`src/rtl/load_ctrl.sv`:
```
// load_ctrl: sequential load unit that issues a word-aligned read and extracts/extends LB/LBU/LH/LHU/LW.
// Optional feature: LOAD_MISALIGN_TRAP_EN builds the ERR state and traps misaligned LH/LHU/LW.

package rysyPkg;
    localparam int REG_LEN = 32;
endpackage

package selectPkg;
    typedef enum logic [3:0] {
        NONE,
        LB,
        LBU,
        LH,
        LHU,
        LW,
        SB,
        SH,
        SW
    } sel_type;
endpackage

module load_ctrl (
    input  logic                          clk,
    input  logic                          rst_n,
    input  logic                          start,
    input  selectPkg::sel_type            sel_type,
    input  logic [rysyPkg::REG_LEN-1:0]   addr,
    output logic                          busy,
    output logic                          mem_req,
    output logic [rysyPkg::REG_LEN-1:0]   mem_addr,
    input  logic                          mem_ready,
    input  logic [rysyPkg::REG_LEN-1:0]   mem_rdata,
    output logic [rysyPkg::REG_LEN-1:0]   rd_d,
    output logic                          done,
    output logic                          err
);

    localparam int REG_LEN = rysyPkg::REG_LEN;

    typedef enum logic [1:0] {
        IDLE,
        BUSY,
        DONE
`ifdef LOAD_MISALIGN_TRAP_EN
        , ERR
`endif
    } StateT;

    StateT                r_state;
    StateT                w_nextState;
    selectPkg::sel_type   r_typeQ;
    logic [1:0]           r_offQ;
    logic [REG_LEN-1:0]   r_memAddr;
    logic [REG_LEN-1:0]   r_rdD;

    logic                 w_isLoad;
    logic                 w_misalign;
    logic                 w_accept;
    logic [7:0]           w_byte;
    logic [15:0]          w_half;
    logic [REG_LEN-1:0]   w_extract;

    always_comb begin
        w_isLoad = (sel_type == selectPkg::LB)  || (sel_type == selectPkg::LBU) ||
                   (sel_type == selectPkg::LH)  || (sel_type == selectPkg::LHU) ||
                   (sel_type == selectPkg::LW);
`ifdef LOAD_MISALIGN_TRAP_EN
        w_misalign = (((sel_type == selectPkg::LH) || (sel_type == selectPkg::LHU)) && addr[0]) ||
                     ((sel_type == selectPkg::LW) && (addr[1:0] != 2'b00));
`else
        w_misalign = 1'b0;
`endif
        w_accept = (r_state == IDLE) && start && w_isLoad && !w_misalign;
    end

    always_comb begin
        w_nextState = r_state;
        case (r_state)
            IDLE: begin
                if (start && w_isLoad) begin
`ifdef LOAD_MISALIGN_TRAP_EN
                    w_nextState = w_misalign ? ERR : BUSY;
`else
                    w_nextState = BUSY;
`endif
                end
            end
            BUSY: begin
                if (mem_ready) begin
                    w_nextState = DONE;
                end
            end
            DONE: w_nextState = IDLE;
`ifdef LOAD_MISALIGN_TRAP_EN
            ERR:  w_nextState = IDLE;
`endif
            default: w_nextState = IDLE;
        endcase
    end

    // Halfword selection only looks at off[1]; off[0] is irrelevant once aligned (or ignored when untrapped).
    always_comb begin
        case (r_offQ)
            2'd0:    w_byte = mem_rdata[7:0];
            2'd1:    w_byte = mem_rdata[15:8];
            2'd2:    w_byte = mem_rdata[23:16];
            default: w_byte = mem_rdata[31:24];
        endcase
        w_half = r_offQ[1] ? mem_rdata[31:16] : mem_rdata[15:0];
        case (r_typeQ)
            selectPkg::LB:  w_extract = {{(REG_LEN-8){w_byte[7]}}, w_byte};
            selectPkg::LBU: w_extract = {{(REG_LEN-8){1'b0}}, w_byte};
            selectPkg::LH:  w_extract = {{(REG_LEN-16){w_half[15]}}, w_half};
            selectPkg::LHU: w_extract = {{(REG_LEN-16){1'b0}}, w_half};
            default:        w_extract = mem_rdata;
        endcase
    end

    always_ff @(posedge clk or negedge rst_n) begin
        if (!rst_n) begin
            r_state   <= IDLE;
            r_typeQ   <= selectPkg::NONE;
            r_offQ    <= 2'b00;
            r_memAddr <= '0;
            r_rdD     <= '0;
        end else begin
            r_state <= w_nextState;
            if (w_accept) begin
                r_typeQ   <= sel_type;
                r_offQ    <= addr[1:0];
                r_memAddr <= {addr[REG_LEN-1:2], 2'b00};
            end
            if ((r_state == BUSY) && mem_ready) begin
                r_rdD <= w_extract;
            end
        end
    end

    // Outputs decode straight from the state register so reset drops them asynchronously.
    assign busy     = (r_state != IDLE);
    assign mem_req  = (r_state == BUSY);
    assign done     = (r_state == DONE);
    assign mem_addr = r_memAddr;
    assign rd_d     = r_rdD;
`ifdef LOAD_MISALIGN_TRAP_EN
    assign err      = (r_state == ERR);
`else
    assign err      = 1'b0;
`endif

endmodule

```
`config.mk`:
```
export PLATFORM = sky130hd
export DESIGN_NAME = load_ctrl
export DESIGN_NICKNAME = d
export VERILOG_FILES = /design/src/rtl/load_ctrl.sv
export SDC_FILE = /design/constraint.sdc
export NUM_CORES = 1
export LEC_CHECK = 0
export BUFFER_PORTS_ARGS = -buffer_cell sky130_fd_sc_hd__buf_2
export CAP_MARGIN = 20
export CORE_ASPECT_RATIO = 1.1
export CORE_MARGIN = 2
export CORE_UTILIZATION = 45
export CTS_BUF_LIST = sky130_fd_sc_hd__clkbuf_8
export DETAILED_ROUTE_END_ITERATION = 10
export PLACE_DENSITY = 0.76
export SKIP_CTS_REPAIR_TIMING = 1
export SYNTH_ARGS = -nofsm -noshare
export SYNTH_HDL_FRONTEND = slang
export SYNTH_SLANG_ARGS = --single-unit
export TNS_END_PERCENT = 10
```
`constraint.sdc`:
```
create_clock -name clk -period 3.7 [get_ports clk]
set_input_delay 0.185 -clock clk [delete_from_list [all_inputs] [get_ports clk]]
set_output_delay 0.185 -clock clk [all_outputs]
set_load 0.03 [all_outputs]
```
==> reports/summary.json, run 1 <==
{
  "multi_input_comb_area": {"value": 1461, "unit": "µm²"},
  "core_area": {"value": 7350, "unit": "µm²"},
  "gp_routability_congestion": {"value": 0.8416},
  "hold_depth": {"value": 2},
  "cp_data_required_time": {"value": 3.95, "unit": "ns"},
  "seqCellArea": {"value": 1752, "unit": "µm²"},
  "reg2regPathDepth": {"value": 6},
  "syn-instance-count": {"value": 284},
  "drv_slew": {"value": 0},
  "worstHoldEndpoint": {"value": "mem_addr[12]"},
  "worstPathCellList": {"value": "nor2b_1 > nand2_1 > inv_1 > buf_4 > nor2_1 > a31oi_1"},
  "area.growth.synth_to_final": {"value": 27.25, "unit": "%"},
  "drt_pass1_iterations": {"value": 5},
  "placed_cells": {"value": 491},
  "grt_antenna_before_repair": {"value": 0},
  "share_of_synthesized_registers_carrying_an_async_set_or_reset": {"value": 100.0, "unit": "%"},
  "boundary_pins": {"value": 140},
  "layout.nets": {"value": 489},
  "yosysUniqueCellTypes": {"value": 43},
  "r2r_setup_slack": {"value": 1.41, "unit": "ns"},
  "detail_route.wirelength": {"value": 8574, "unit": "µm"},
  "die_w": {"value": 86.63, "unit": "µm"},
  "max_cap_violation_count": {"value": 0},
  "setup.worst_path.start_class": {"value": "flip-flop"},
  "timing.hold.worst.start": {"value": "addr[12]"},
  "clk_pin_slew": {"value": 0.08, "unit": "ns"},
  "synth-seq-area-share": {"value": 51.83, "unit": "%"},
  "worst_ep_arrival_time": {"value": 2.54, "unit": "ns"},
  "rows": {"value": 33},
  "antennaDiodeCount": {"value": 0},
  "pwr_density_cell": {"value": 824.8, "unit": "nW/µm²"},
  "status": {"value": "completed"},
  "area_of_the_die": {"value": 8220, "unit": "µm²"},
  "post_route_cells_drive_above_1_share": {"value": 49.53, "unit": "%"},
  "finalWorstPathRequiredPeriod": {"value": 2.289, "unit": "ns"},
  "die_height": {"value": 94.89, "unit": "µm"},
  "route.detailed.vias_per_inst": {"value": 5.428},
  "grt_start_max_net_pins": {"value": 47},
  "setup_violations": {"value": 0},
  "synth_flop_cell": {"value": "sky130_fd_sc_hd__dfrtp_1"},
  "max_rail_drop_vdd": {"value": 424.0, "unit": "µV"},
  "timing.slew.headroom": {"value": 48.53, "unit": "%"},
  "drt_drc": {"value": 0},
  "synthesis.area_per_instance": {"value": 11.90, "unit": "µm²"},
  "fill_cell_count": {"value": 649},
  "io_buffers": {"value": 136},
  "routed_wire_length_per_instance": {"value": 16.84, "unit": "µm"},
  "worst_slew_pin_slew": {"value": 0.7701, "unit": "ns"},
  "slowest_delay": {"value": 0.54, "unit": "ns"},
  "ant_nets_after_route": {"value": 0},
  "tritoncts": {"value": "built"},
  "synth_cell_area": {"value": 3379, "unit": "µm²"},
  "setup-tns-final": {"value": 0, "unit": "ns"},
  "grt_setup_unrepaired": {"value": "false"},
  "final.period_utilization": {"value": 61.86, "unit": "%"},
  "timing_worst_setup_path_type": {"value": "reg2reg"},
  "num_vias": {"value": 2763},
  "start_util": {"value": 45.98, "unit": "%"},
  "dpl.hpwl": {"value": 6532, "unit": "µm"},
  "worstHoldPathType": {"value": "in2reg"},
  "grt_pass1_vias": {"value": 2730},
  "ff_latch_count_synth": {"value": 70},
  "yosysWarnings": {"value": 0},
  "critPathMaxFanout": {"value": 26},
  "worstSkewPairLatency": {"value": 0.34, "unit": "ns"},
  "fin_worst_skew": {"value": 0.01116, "unit": "ns"},
  "grt_remaining_overflow": {"value": 0},
  "achievable_freq": {"value": 0.4369, "unit": "GHz"},
  "tritoncts_num_sinks": {"value": 70},
  "critPathCaptureType": {"value": "flip-flop"},
  "hold_violations": {"value": 0},
  "wire_length_of_the_first_global_routing_pass": {"value": 13620, "unit": "µm"},
  "layoutNonFillerInstCount": {"value": 509},
  "clock_tree.htree_level_count": {"value": 3},
  "capturing_point_of_the_worst_reg2reg_path": {"value": "rd_d[6]"},
  "synth-edff-count": {"value": 0},
  "cts.path.max_buffers": {"value": 2},
  "cts_inserted_buffers": {"value": 9},
  "p_leak": {"value": 2.015, "unit": "nW"},
  "critical_path.slowest_cell": {"value": "sky130_fd_sc_hd__inv_1"},
  "track_usage": {"value": 21.33, "unit": "%"},
  "detailedRoute.firstIterationViolations": {"value": 175},
  "reg2reg_from": {"value": "r_state[1]"},
  "clock_tree.root_cell": {"value": "sky130_fd_sc_hd__clkbuf_8"}
}
logic make-up (layout without fill, tap and decap cells):
logic type / Yosys count / in the layout / share of synthesized area [%]
other: 1 / 3 / 0.1110
AO/OA/AOI/OAI: 85 / 85 / 16.40
buffers and inverters: 26 / 162 / 5.295
flip-flops: 70 / 70 / 51.83
multiplexers: 46 / 46 / 17.88
XOR/XNOR: 1 / 1 / 0.2592
AND/OR/NAND/NOR: 55 / 55 / 8.219
power breakdown:
group	leakage, nW	internal [mW]	switching, mW	total, mW
Sequential	0.821	1.05	0.206	1.26
Combinational	1.08	0.555	1.04	1.59
Clock	0.114	0.397	0.295	0.692
state kept, by name, indices dropped and copies added, names as in the netlist:
signal and flops:
rd_d 32, mem_addr 30, r_typeQ 4, r_offQ 2
r_state 2
worst max path at each step:
stage	depth (start not counted)	start	end	slack [ns]
6_report	6	r_state[1]	rd_d[6]	1.41
5_1_grt	6	r_state[1]	rd_d[6]	1.17
4_1_cts	6	r_state[1]	rd_d[6]	1.42
3_5_place_dp	6	r_state[1]	rd_d[6]	1.46
3_3_place_gp	6	r_state[1]	rd_d[7]	1.58
2_1_floorplan	6	r_state[1]	rd_d[22]	1.93
per-layer routing:
| layer | up-vias | track usage (%) | wire length, µm |
|---|---|---|---|
| met5 | - | 0 | 0 |
| met4 | 0 | 8.333 | 142 |
| met3 | 11 | 6.119 | 787 |
| met2 | 128 | 34.94 | 4266 |
| met1 | 1329 | 26.70 | 3378 |
| li1 | 1295 | - | - |
Yosys cell counts, types with 2 or more instances:
library cell	count	area, µm²
sky130_fd_sc_hd__o21ai_1	5	25.02
sky130_fd_sc_hd__inv_1	4	15.01
sky130_fd_sc_hd__dfrtp_1	70	1752
sky130_fd_sc_hd__buf_6	7	78.83
sky130_fd_sc_hd__clkbuf_1	2	7.510
sky130_fd_sc_hd__buf_4	5	37.54
sky130_fd_sc_hd__a31oi_1	8	50.05
sky130_fd_sc_hd__nor2_2	2	12.51
sky130_fd_sc_hd__buf_2	8	40.04
sky130_fd_sc_hd__nand2b_1	5	31.28
sky130_fd_sc_hd__nand2_1	9	33.78
sky130_fd_sc_hd__mux2i_1	3	30.03
sky130_fd_sc_hd__nor2b_1	2	12.51
sky130_fd_sc_hd__a21oi_1	34	170.2
sky130_fd_sc_hd__nor2_1	25	93.84
sky130_fd_sc_hd__o21bai_1	3	22.52
sky130_fd_sc_hd__mux2_2	35	394.1
sky130_fd_sc_hd__o21ai_0	11	55.05
sky130_fd_sc_hd__nand3b_1	2	15.01
sky130_fd_sc_hd__o221ai_1	7	61.31
sky130_fd_sc_hd__mux4_2	8	180.2
sky130_fd_sc_hd__a22oi_1	7	52.55
sky130_fd_sc_hd__nor3_1	2	10.01
area by class of cell:
class / count / share of cell area, %
clock buffer: 10 / 3.200
clock inverter: 6 / 1.978
inverter: 4 / 0.3491
multi-input combinational: 190 / 33.98
sequential: 70 / 40.73
tap: 87 / 2.531
timing repair buffer: 142 / 17.22
critical path: cells and delay by family (launching register included):
kind	cells	cell delay, ns
buffers and inverters	2	0.90
AOI/OAI and AO/OA	1	0.15
DFF	1	0.40
and+or+nand+nor	3	0.75
through the flow:
step                power, mW  utilization (%)  setup WS (ns)  hold WS [ns]  cell area, µm²
finish                  3.547            58.51          1.411       0.07764            4300
global route            3.757            58.51          1.175       0.06232            4300
CTS                     3.573            58.10          1.423       0.03687            4270
detailed placement      2.872            55.07          1.457        0.4070            4048
global placement        2.827            55.07          1.578        0.3908            4048
floorplan               2.419                -          1.929       -0.1106            3387
cells in the final DEF (no fill, tap or decap), types with 2 or more instances in the layout:
cell type,netlist,final
sky130_fd_sc_hd__nand2b_1,5,5
sky130_fd_sc_hd__nand3b_1,2,2
sky130_fd_sc_hd__dfrtp_1,70,70
sky130_fd_sc_hd__o21bai_1,3,3
sky130_fd_sc_hd__buf_4,5,4
sky130_fd_sc_hd__mux2_2,35,35
sky130_fd_sc_hd__nand2_1,9,9
sky130_fd_sc_hd__clkbuf_8,0,10
sky130_fd_sc_hd__a21oi_1,34,34
sky130_fd_sc_hd__inv_1,4,5
sky130_fd_sc_hd__o21ai_0,11,11
sky130_fd_sc_hd__mux2i_1,3,3
sky130_fd_sc_hd__mux4_2,8,8
sky130_fd_sc_hd__conb_1,1,3
sky130_fd_sc_hd__nor2b_1,2,2
sky130_fd_sc_hd__a22oi_1,7,7
sky130_fd_sc_hd__bufinv_16,0,2
sky130_fd_sc_hd__nor2_1,25,25
sky130_fd_sc_hd__a31oi_1,8,8
sky130_fd_sc_hd__o21ai_1,5,5
sky130_fd_sc_hd__buf_2,8,136
sky130_fd_sc_hd__nor3_1,2,2
sky130_fd_sc_hd__o221ai_1,7,7
sky130_fd_sc_hd__nor2_2,2,2
Note: power is estimated with default switching activity, not from simulation.
==> inputs of run 2 (changes only) <==
--- a/config.mk
+++ b/config.mk
@@ -12,7 +12,7 @@
 export CORE_UTILIZATION = 45
 export CTS_BUF_LIST = sky130_fd_sc_hd__clkbuf_8
 export DETAILED_ROUTE_END_ITERATION = 10
-export PLACE_DENSITY = 0.76
+export PLACE_DENSITY = 0.79
 export SKIP_CTS_REPAIR_TIMING = 1
 export SYNTH_ARGS = -nofsm -noshare
 export SYNTH_HDL_FRONTEND = slang
==> constraint.sdc (replaced) <==
create_clock -name clk -period 1.91 [get_ports clk]
set_input_delay 0.0955 -clock clk [delete_from_list [all_inputs] [get_ports clk]]
set_output_delay 0.0955 -clock clk [all_outputs]
set_load 0.03 [all_outputs]
==> reports/summary.json, run 2 (synthesis results as in run 1) <==
{
  "grt_antenna_before_repair": {"value": 0},
  "worst_ep_arrival_time": {"value": 1.99, "unit": "ns"},
  "num_vias": {"value": 2921},
  "grt_pass1_vias": {"value": 2756},
  "power.share.sequential": {"value": 34.4, "unit": "%"},
  "rows": {"value": 33},
  "cts.path.max_buffers": {"value": 2},
  "io_buffers": {"value": 136},
  "area.growth.synth_to_final": {"value": 38.39, "unit": "%"},
  "grt_start_max_net_pins": {"value": 71},
  "drt_drc": {"value": 0},
  "tritoncts_num_sinks": {"value": 70},
  "detailedRoute.firstIterationViolations": {"value": 197},
  "p_leak": {"value": 2.180, "unit": "nW"},
  "clk_pin_slew": {"value": 0.08, "unit": "ns"},
  "clock_tree.root_cell": {"value": "sky130_fd_sc_hd__clkbuf_8"},
  "grt_remaining_overflow": {"value": 0},
  "fill_cell_count": {"value": 568},
  "track_usage": {"value": 21.53, "unit": "%"},
  "drv_slew": {"value": 0},
  "start_util": {"value": 45.98, "unit": "%"},
  "worstSkewPairLatency": {"value": 0.35, "unit": "ns"},
  "final_common_cell": {"value": "sky130_fd_sc_hd__buf_2"},
  "achievable_freq": {"value": 0.5650, "unit": "GHz"},
  "cp_data_required_time": {"value": 2.13, "unit": "ns"},
  "detail_route.wirelength": {"value": 9452, "unit": "µm"},
  "critPathMaxFanout": {"value": 13},
  "clkPwrFrac": {"value": 18.8, "unit": "%"},
  "setup.worst_path.start_class": {"value": "flip-flop"},
  "critPathCaptureType": {"value": "flip-flop"},
  "timing_worst_setup_path_type": {"value": "reg2reg"},
  "dpl.hpwl": {"value": 6376, "unit": "µm"},
  "fin_worst_skew": {"value": 0.01223, "unit": "ns"},
  "power_frac_comb": {"value": 46.8, "unit": "%"},
  "ant_nets_after_route": {"value": 0},
  "die_w": {"value": 86.63, "unit": "µm"},
  "final_critical_path_setup_slack": {"value": 0.1402, "unit": "ns"},
  "max_rail_drop_vdd": {"value": 858.1, "unit": "µV"},
  "layout.nets": {"value": 528},
  "post_route_cells_drive_above_1_share": {"value": 46.74, "unit": "%"},
  "core_area": {"value": 7350, "unit": "µm²"},
  "antennaDiodeCount": {"value": 0},
  "grt_setup_unrepaired": {"value": "false"},
  "setup_violations": {"value": 0},
  "pwr_density_cell": {"value": 1489, "unit": "nW/µm²"},
  "hold_violations": {"value": 0},
  "switching_pwr": {"value": 3.038, "unit": "mW"},
  "boundary_pins": {"value": 140},
  "post-route-util": {"value": 63.64, "unit": "%"},
  "wire_length_of_the_first_global_routing_pass": {"value": 13570, "unit": "µm"},
  "finalWorstPathRequiredPeriod": {"value": 1.770, "unit": "ns"},
  "layout_common_cells": {"value": "136 x sky130_fd_sc_hd__buf_2, 70 x sky130_fd_sc_hd__dfrtp_1, 35 x sky130_fd_sc_hd__mux2_2, 34 x sky130_fd_sc_hd__a21oi_1, 34 x sky130_fd_sc_hd__dlygate4sd3_1"},
  "worstHoldPathType": {"value": "in2reg"},
  "tritoncts": {"value": "built"},
  "area_of_the_die": {"value": 8220, "unit": "µm²"},
  "final.period_utilization": {"value": 92.66, "unit": "%"},
  "number_of_flip_flops_in_the_largest_register": {"value": 32},
  "status": {"value": "completed"},
  "p_sw_share": {"value": 43.63, "unit": "%"},
  "setup-tns-final": {"value": 0, "unit": "ns"},
  "die_height": {"value": 94.89, "unit": "µm"},
  "gp_routability_congestion": {"value": 0.8220},
  "clock_tree.htree_level_count": {"value": 3},
  "drt_pass1_iterations": {"value": 5},
  "max_cap_violation_count": {"value": 0},
  "route.detailed.vias_per_inst": {"value": 5.340},
  "routed_wire_length_per_instance": {"value": 17.28, "unit": "µm"},
  "setup_slack_placement": {"value": 0.1667, "unit": "ns"},
  "cts_inserted_buffers": {"value": 9},
  "intPower": {"value": 3.926, "unit": "mW"}
}
-- run 2: critical path, cell delays in order, from the launching register on --
cell and delay [ns]:
sky130_fd_sc_hd__dfrtp_1 0.52, sky130_fd_sc_hd__or3b_4 0.51, sky130_fd_sc_hd__o221a_2 0.33, sky130_fd_sc_hd__o21ai_0 0.19, sky130_fd_sc_hd__a31oi_1 0.11
-- run 2: per-stage QoR --
step,total power [mW],area [µm²],std cells,hold WS [ns]
final,6.965,4677,547,0.02628
after global routing,7.370,4677,547,0.01463
after CTS,6.899,4337,513,-0.2274
after detailed placement,5.598,4125,498,0.1470
after global placement,5.510,4125,498,0.1425
after floorplan,4.687,3387,286,-0.2001
-- run 2: path summary, 6_finish.rpt --
kind,from,end,slack (ns),depth (start not counted)
max reg2reg,r_typeQ[1],rd_d[1],0.14,4
min,sel_type[0],r_typeQ[0],0.03,2
max,r_typeQ[1],rd_d[1],0.14,4
min reg2reg,rd_d[11],rd_d[11],0.49,2
min in group asynchronous,rst_n,rd_d[23],0.33,3
max in group asynchronous,rst_n,rd_d[13],1.26,3
-- run 2: layout make-up --
| cell class | instances | area [µm²] | share of cell area, % |
|---|---|---|---|
| tap | 87 | 108.9 | 2.327 |
| sequential | 70 | 1752 | 37.45 |
| multi-input combinational | 190 | 1461 | 31.25 |
| inverter | 4 | 15.01 | 0.3210 |
| clock inverter | 6 | 87.58 | 1.873 |
| timing repair buffer | 181 | 1129 | 24.13 |
| clock buffer | 9 | 123.9 | 2.648 |
-- run 2: layer usage --
metal,global-route usage [%],up-vias,share of wire [%]
li1,-,1376,-
met1,27.03,1382,42
met2,33.33,140,46
met3,7.780,23,8.5
met4,9.766,0,3.1
met5,0,-,0
-- run 2: power groups by stage --
stage / Combinational [mW] / Sequential, mW / Clock (mW)
4_1_cts: 3.20 / 2.38 / 1.32
6_report: 3.26 / 2.39 / 1.31
2_1_floorplan: 1.27 / 3.41 / 0
5_1_grt: 3.51 / 2.47 / 1.39
3_3_place_gp: 3.14 / 2.37 / 0
3_5_place_dp: 3.19 / 2.41 / 0
==> inputs of run 3 (changes only) <==
--- a/config.mk
+++ b/config.mk
@@ -7,12 +7,14 @@
 export LEC_CHECK = 0
 export BUFFER_PORTS_ARGS = -buffer_cell sky130_fd_sc_hd__buf_2
 export CAP_MARGIN = 20
+export CELL_PAD_IN_SITES_DETAIL_PLACEMENT = 1
+export CELL_PAD_IN_SITES_GLOBAL_PLACEMENT = 1
 export CORE_ASPECT_RATIO = 1.1
 export CORE_MARGIN = 2
-export CORE_UTILIZATION = 45
+export CORE_UTILIZATION = 34
 export CTS_BUF_LIST = sky130_fd_sc_hd__clkbuf_8
 export DETAILED_ROUTE_END_ITERATION = 10
-export PLACE_DENSITY = 0.79
+export PLACE_DENSITY_LB_ADDON = 0.1
 export SKIP_CTS_REPAIR_TIMING = 1
 export SYNTH_ARGS = -nofsm -noshare
 export SYNTH_HDL_FRONTEND = slang
==> reports/summary.json, run 3 (synthesis results as in run 1) <==
{
  "status": {"value": "completed"},
  "drt_pass1_iterations": {"value": 4},
  "final_critical_path_setup_slack": {"value": 0.1672, "unit": "ns"},
  "dpl.hpwl": {"value": 7258, "unit": "µm"},
  "routed_wire_length_per_instance": {"value": 17.90, "unit": "µm"},
  "finalWorstPathRequiredPeriod": {"value": 1.743, "unit": "ns"},
  "layout.nets": {"value": 529},
  "placement.cell_area": {"value": 4156, "unit": "µm²"},
  "drt_drc": {"value": 0},
  "setup_slack_placement": {"value": 0.1148, "unit": "ns"},
  "fin_area": {"value": 4731, "unit": "µm²"},
  "fin_hold_ws": {"value": 0.007689, "unit": "ns"},
  "tritoncts": {"value": "built"},
  "grt_pass1_vias": {"value": 2974},
  "setup.worst_path.start_class": {"value": "flip-flop"},
  "layout_common_cells": {"value": "135 x sky130_fd_sc_hd__buf_2, 68 x sky130_fd_sc_hd__dfrtp_1, 35 x sky130_fd_sc_hd__mux2_2, 35 x sky130_fd_sc_hd__dlygate4sd3_1, 34 x sky130_fd_sc_hd__a21oi_1"},
  "core_area": {"value": 9794, "unit": "µm²"},
  "worst_ep_arrival_time": {"value": 1.96, "unit": "ns"},
  "area_of_the_die": {"value": 10750, "unit": "µm²"},
  "achievable_freq": {"value": 0.5738, "unit": "GHz"},
  "critical_path.slowest_cell": {"value": "sky130_fd_sc_hd__dfrtp_2"},
  "number_of_flip_flops_in_the_largest_register": {"value": 32},
  "post_route_cells_drive_above_1_share": {"value": 47.07, "unit": "%"},
  "clock_tree.htree_level_count": {"value": 3},
  "track_usage": {"value": 18.47, "unit": "%"},
  "clock_tree.root_cell": {"value": "sky130_fd_sc_hd__clkbuf_8"},
  "slowest_delay": {"value": 0.50, "unit": "ns"},
  "num_vias": {"value": 2987},
  "fin_worst_skew": {"value": 0.01183, "unit": "ns"},
  "area.growth.synth_to_final": {"value": 39.99, "unit": "%"},
  "antennaDiodeCount": {"value": 0},
  "worstSkewPairLatency": {"value": 0.35, "unit": "ns"},
  "rows": {"value": 38},
  "die_height": {"value": 108.6, "unit": "µm"},
  "ant_nets_after_route": {"value": 0},
  "cts.path.max_buffers": {"value": 2},
  "grt_antenna_before_repair": {"value": 0},
  "wire_length_of_the_first_global_routing_pass": {"value": 15300, "unit": "µm"},
  "timing_worst_setup_path_type": {"value": "reg2reg"},
  "gp_routability_congestion": {"value": 0.7955},
  "critPathBufInv": {"value": 0},
  "max_rail_drop_vdd": {"value": 573.2, "unit": "µV"},
  "p_leak": {"value": 2.175, "unit": "nW"},
  "pwr_density_cell": {"value": 1485, "unit": "nW/µm²"},
  "io_buffers": {"value": 136},
  "worstHoldPathType": {"value": "in2reg"},
  "setup-tns-final": {"value": 0, "unit": "ns"},
  "max_cap_violation_count": {"value": 0},
  "die_w": {"value": 99.06, "unit": "µm"},
  "hold_violations": {"value": 0},
  "worstPathCellList": {"value": "or3b_4 > o221a_2 > o21ai_0 > a31oi_1"},
  "critPathCaptureType": {"value": "flip-flop"},
  "final.period_utilization": {"value": 91.24, "unit": "%"},
  "tritoncts_num_sinks": {"value": 70},
  "critPathMaxFanout": {"value": 13},
  "start_util": {"value": 34.50, "unit": "%"},
  "drv_slew": {"value": 0},
  "cpLargestDelayFamily": {"value": "compound AO/OA/AOI/OAI gates"},
  "route.detailed.vias_per_inst": {"value": 5.141},
  "grt_start_max_net_pins": {"value": 42},
  "setup_violations": {"value": 0},
  "boundary_pins": {"value": 140},
  "cts_inserted_buffers": {"value": 9},
  "grt_setup_unrepaired": {"value": "false"},
  "final_common_cell": {"value": "sky130_fd_sc_hd__buf_2"},
  "detailedRoute.firstIterationViolations": {"value": 97},
  "cp_data_required_time": {"value": 2.13, "unit": "ns"},
  "clk_pin_slew": {"value": 0.09, "unit": "ns"},
  "grt_remaining_overflow": {"value": 0},
  "detail_route.wirelength": {"value": 10400, "unit": "µm"}
}
[run 3: per-layer routing]
layer	GRT usage, %	part of all wire (%)
met1	23.71	41
met2	29.58	49
met3	6.787	8.5
met4	4.990	1.3
met5	0	0
[run 3: layout make-up]
class | count | area [µm²]
multi-input combinational | 190 | 1461
fill | 1121 | 5064
clock inverter | 5 | 83.83
timing repair buffer | 182 | 1129
inverter | 4 | 15.01
tap | 120 | 150.1
sequential | 70 | 1754
clock buffer | 10 | 137.6
[run 3: through the flow]
stage               cells  total power [mW]  util (%)
floorplan             286             4.687         -
global placement      531             5.595     42.44
detailed placement    531             5.663     42.44
CTS                   546             7.066     44.70
global route          581             7.495     48.30
finish                581             7.026     48.30
[run 3: final timing paths]
path | startpoint | endpoint | slack (ns) | depth (start not counted)
setup / recovery | r_typeQ[1] | rd_d[0] | 0.17 | 4
min in group asynchronous | rst_n | rd_d[5] | 0.22 | 2
hold / removal | mem_rdata[4] | rd_d[4] | 0.008 | 3
hold reg to reg | rd_d[11] | rd_d[11] | 0.48 | 2
max in group asynchronous | rst_n | r_typeQ[1] | 1.11 | 3
setup reg to reg | r_typeQ[1] | rd_d[0] | 0.17 | 4
[run 3: report_power, final]
group / switching (mW) / leakage, nW / total, mW / internal, mW
Sequential: 0.349 / 0.819 / 2.39 / 2.04
Combinational: 2.11 / 1.25 / 3.27 / 1.16
Clock: 0.601 / 0.105 / 1.37 / 0.766
Total: 3.06 / 2.17 / 7.03 / 3.97
[run 3: tightest hold or removal path: stages]
cell and delay (ns):
sky130_fd_sc_hd__buf_2 0.10, sky130_fd_sc_hd__o21ai_0 0.06, sky130_fd_sc_hd__a21oi_1 0.06
